`config.mk`:
```
export PLATFORM = sky130hd
export DESIGN_NAME = mux_scan_ctrl
export DESIGN_NICKNAME = d
export VERILOG_FILES = /design/src/rtl/mux_scan_ctrl.sv
export SDC_FILE = /design/constraint.sdc
export NUM_CORES = 1
export LEC_CHECK = 0
export BUFFER_PORTS_ARGS = -buffer_cell sky130_fd_sc_hd__buf_4
export CORE_ASPECT_RATIO = 1.75
export CORE_MARGIN = 4
export CORE_UTILIZATION = 56
export CTS_CLUSTER_DIAMETER = 80
export CTS_CLUSTER_SIZE = 8
export DETAILED_ROUTE_END_ITERATION = 8
export PLACE_DENSITY = 0.76
export SLEW_MARGIN = 5
export SYNTH_ARGS = -nofsm -noshare
export SYNTH_HDL_FRONTEND = slang
export SYNTH_SLANG_ARGS = --single-unit
```
`constraint.sdc`:
```
create_clock -name clk -period 3.72 [get_ports clk]
set_clock_uncertainty 0.15 [all_clocks]
set_input_delay 0.93 -clock clk [delete_from_list [all_inputs] [get_ports clk]]
set_output_delay 0.93 -clock clk [all_outputs]
set_load 0.005 [all_outputs]
```
`src/rtl/mux_scan_ctrl.sv`:
```
// Scan controller for an external 10:1 mux: steps sel over the enabled channels,
// waits SETTLE cycles per channel and captures the fed-back mux output into result.
module mux_scan_ctrl #(
  parameter int SETTLE = 2
) (
  input  logic       clk,
  input  logic       rst_n,
  input  logic       start,
  input  logic [9:0] en_mask,
  input  logic       y_in,
  output logic [3:0] sel,
  output logic       busy,
  output logic       done,
  output logic [9:0] result,
  output logic       result_valid
);

  typedef enum logic [1:0] {
    ST_IDLE   = 2'd0,
    ST_SETTLE = 2'd1,
    ST_SAMPLE = 2'd2,
    ST_DONE   = 2'd3
  } state_t;

  state_t     r_state, w_state_nxt;
  logic [3:0] r_sel, w_sel_nxt;
  logic [3:0] r_cnt, w_cnt_nxt;
  logic [9:0] r_mask, w_mask_nxt;
  logic [9:0] r_result, w_result_nxt;
  logic       r_rv, w_rv_nxt;
  logic [4:0] w_first, w_next;

  // Lowest set bit of m at or above position from; bit 4 flags that one exists.
  function automatic logic [4:0] find_from(input logic [9:0] m, input logic [4:0] from);
    logic [4:0] f;
    f = 5'd0;
    for (int k = 9; k >= 0; k--) begin
      if (m[k] && (k >= int'(from))) f = {1'b1, 4'(k)};
    end
    return f;
  endfunction

  assign w_first = find_from(en_mask, 5'd0);
  assign w_next  = find_from(r_mask, 5'(r_sel) + 5'd1);

  always_ff @(posedge clk) begin
    if (!rst_n) r_state <= ST_IDLE;
    else        r_state <= w_state_nxt;
  end

  always_comb begin
    w_state_nxt  = r_state;
    w_sel_nxt    = r_sel;
    w_cnt_nxt    = r_cnt;
    w_mask_nxt   = r_mask;
    w_result_nxt = r_result;
    w_rv_nxt     = r_rv;
    busy         = (r_state != ST_IDLE);
    done         = (r_state == ST_DONE);
    case (r_state)
      ST_IDLE: begin
        if (start) begin
          w_mask_nxt   = en_mask;
          w_result_nxt = 10'd0;
          w_rv_nxt     = 1'b0;
          if (w_first[4]) begin
            w_state_nxt = ST_SETTLE;
            w_sel_nxt   = w_first[3:0];
            w_cnt_nxt   = 4'(SETTLE);
          end else begin
            w_state_nxt = ST_DONE;
            w_rv_nxt    = 1'b1;
          end
        end
      end
      ST_SETTLE: begin
        w_cnt_nxt = r_cnt - 4'd1;
        if (r_cnt <= 4'd1) w_state_nxt = ST_SAMPLE;
      end
      ST_SAMPLE: begin
        w_result_nxt[r_sel] = y_in;
        if (w_next[4]) begin
          w_state_nxt = ST_SETTLE;
          w_sel_nxt   = w_next[3:0];
          w_cnt_nxt   = 4'(SETTLE);
        end else begin
          w_state_nxt = ST_DONE;
          w_rv_nxt    = 1'b1;
        end
      end
      ST_DONE: w_state_nxt = ST_IDLE;
      default: w_state_nxt = ST_IDLE;
    endcase
  end

  // Reset also clears the datapath so an interrupted scan leaves no partial result.
  always_ff @(posedge clk) begin
    if (!rst_n) begin
      r_sel    <= 4'd0;
      r_cnt    <= 4'd0;
      r_mask   <= 10'd0;
      r_result <= 10'd0;
      r_rv     <= 1'b0;
    end else begin
      r_sel    <= w_sel_nxt;
      r_cnt    <= w_cnt_nxt;
      r_mask   <= w_mask_nxt;
      r_result <= w_result_nxt;
      r_rv     <= w_rv_nxt;
    end
  end

  assign sel          = r_sel;
  assign result       = r_result;
  assign result_valid = r_rv;

endmodule

```
==> impl_metrics.toml <==
[outcome]
status = "completed"

[floorplanning]
start_util_pct = 57.8
coreArea_um2 = 3360
ios = 31
die_height_um = 85.9
die_area_um2 = 4510
die_x_um = 52.5
rows = 28

[timing]
finalHoldViolCount = 0
slew_viol_final = 0
worstMarginPinSlew_ps = 759
rsz0062_at_grt = "false"
fin_crit_sh_pct = 83.1
setup_viol = 0
slew_headroom_pct = 49.1
max_freq_mhz = 324
timing.hold.ws_ps = 312
fin_tns_setup_ps = 0
fin_crit_ps = 3090

[synthesis]
synth_seq_area_share_pct = 31.9
synth-seq-cells = 31
synth_area_um2 = 1940
synth_warnings = 0
synthArstFlopShare_pct = 0
synthesis.nets = 277
synth_edf_count = 0
ys.flop_type = "dfxtp_1"
synth_cells = 257
postSynthAreaPerCell_um2 = 7.56
synth.distinct_cells = 52

[power]
p_leak_nw = 0.928
vdd_drop_max_mv = 0.383
powerDensity_nw_per_um2 = 421

[clock_tree]
htreeDepth = 2
cts_buffers = 5
clock_path_buffers = 2
root_buffer = "clkbuf_8"
post-cts-setup-buffers = 0
hold_buffers = 0
clk_latency_ps = 280
tritoncts = "yes"
cts.clk_slew.worst_paths_ps = 70
clock-sinks = 31
ctsResizeCount = 0

[placed_design]
port_buffers = 30
placed_cells = 323
hpwl_um = 3890
finalWeightedCongestion = 0.897

[global_routing]
grt_pass1_vias = 1904
grt_pass1_wl_um = 8460
gr-total-overflow = 0
grt_max_degree = 27
antenna_found_initial = 0
grt_usage_pct = 24.9

[worst_setup_path]
path_class = "reg2reg"
end_kind = "flip-flop"
reg2reg_slack_ps = 630
crit_required_ps = 3750
worstPathMaxFanout = 14
worst-path-buf-inv = 0
rr_endpoint = "r_cnt[1]"
rr_worst_depth = 8
slowest_stage = "dfxtp_1"
r2r-start = "sel[1]"
max_stage_delay_ps = 540
cp-start-kind = "flip-flop"
critical_path.cell_chain = "ha_1, a21boi_0, a21oi_1, a211oi_1, a2111oi_4, a21oi_2, a21oi_1, a211oi_1"
cp.arrival_ps = 3120
critPathTopFamily = "compound AO/OA/AOI/OAI gates"

[detailed_routing]
drt_iter0_markers = 80
drtPass1Iterations = 4
remaining_drc_errors = 0
wl_um = 5110
drt-vias-per-instance = 6.08
wire_per_inst_um = 15.4
vias = 2013
ant_nets = 0

[worst_hold_path]
hold_depth = 2
min_to = "r_mask[8]"
worstHoldStart = "r_mask[8]"
hold_class = "reg2reg"

[final_layout]
fill_cells = 322
final_cell_mix = "nand2_1 (36), a21oi_1 (35), buf_4 (34), dfxtp_1 (31), nor2_1 (22)"
diodes = 0
drive_gt1_share_pct = 18.2
final_common_cell = "nand2_1"
syn_to_final_growth_pct = 18.5
nNetsFinal = 305
instances_no_fill = 331

[job]
maxCapViolations = 0
[report_power, final]
| part | switching [mW] | internal, mW |
|---|---|---|
| logic | 0.173 | 0.113 |
| clock network | 0.126 | 0.168 |
| registers | 0.0330 | 0.357 |
| total | 0.332 | 0.638 |
[how the worst max path moves through the flow]
stage,from,to,cells after the start
2_1_floorplan,sel[0],sel[2],8
3_3_place_gp,sel[1],r_cnt[1],8
3_5_place_dp,sel[1],r_cnt[1],8
4_1_cts,sel[1],r_cnt[1],8
5_1_grt,sel[1],r_cnt[1],8
6_report,sel[1],r_cnt[1],8
[state kept, by name, indices dropped and copies added, names as in the netlist]
signal        count
r_state           2
r_mask           10
sel               4
result           10
r_cnt             4
result_valid      1
[layout make-up]
type,count,area (um2),area share [%]
timing repair buffer,34,255,11.1
clock buffer,7,96.3,4.18
multi-input combinational,197,1210,52.4
tap,45,56.3,2.45
clock inverter,1,7.51,0.326
inverter,16,60.1,2.61
sequential,31,621,27.0
[cells by family after synthesis]
group,after synthesis,share of synthesized area (%)
buffers and inverters,29,5.99
XOR/XNOR,3,1.35
AND/OR/NAND/NOR,96,24.0
flip-flops,31,31.9
adder cells (fa/ha/maj),6,3.86
AO/OA/AOI/OAI,89,31.1
multiplexers,3,1.74
[through the flow]
stage               util [%]  total power [mW]  setup slack, ps  cell area [um2]
CTS                     68.5             0.973              658             2300
finish                  68.5             0.970              629             2300
global placement        65.4             0.675              732             2200
floorplan                  -             0.592             1070             1940
global route            68.5              1.03              350             2300
detailed placement      65.4             0.678              676             2200
[routing by layer]
layer / global-route usage, % / wire length [um] / vias up
met2: 44.7 / 2830 / 62
met4: 14.0 / 156 / 0
met3: 4.35 / 235 / 14
li1: - / - / 987
met5: 0 / 0 / -
met1: 26.0 / 1890 / 950
[cells in the mapped netlist (3+ instances only)]
cell	n	area share, %
o211ai_1	6	2.3
nand3_1	5	1.3
dfxtp_1	31	32
and2_1	3	0.97
o21ai_0	12	3.1
nand2_1	36	7.0
nand4_1	11	3.5
nor2b_1	3	0.97
clkbuf_1	8	1.5
ha_1	6	3.9
nor3_1	3	0.77
o311ai_0	3	1.4
nand2b_1	4	1.3
nor2_1	22	4.2
a211oi_1	3	1.2
inv_1	14	2.7
o31ai_1	3	1.2
a21oi_1	35	9.0
buf_2	3	0.77
[worst reg2reg max path: stages (launching register included)]
cell	delay, ps
dfxtp_1	540
ha_1	530
a21boi_0	380
a21oi_1	170
a211oi_1	520
a2111oi_4	110
a21oi_2	290
a21oi_1	100
a211oi_1	190
(Power assumes the default switching activity.)
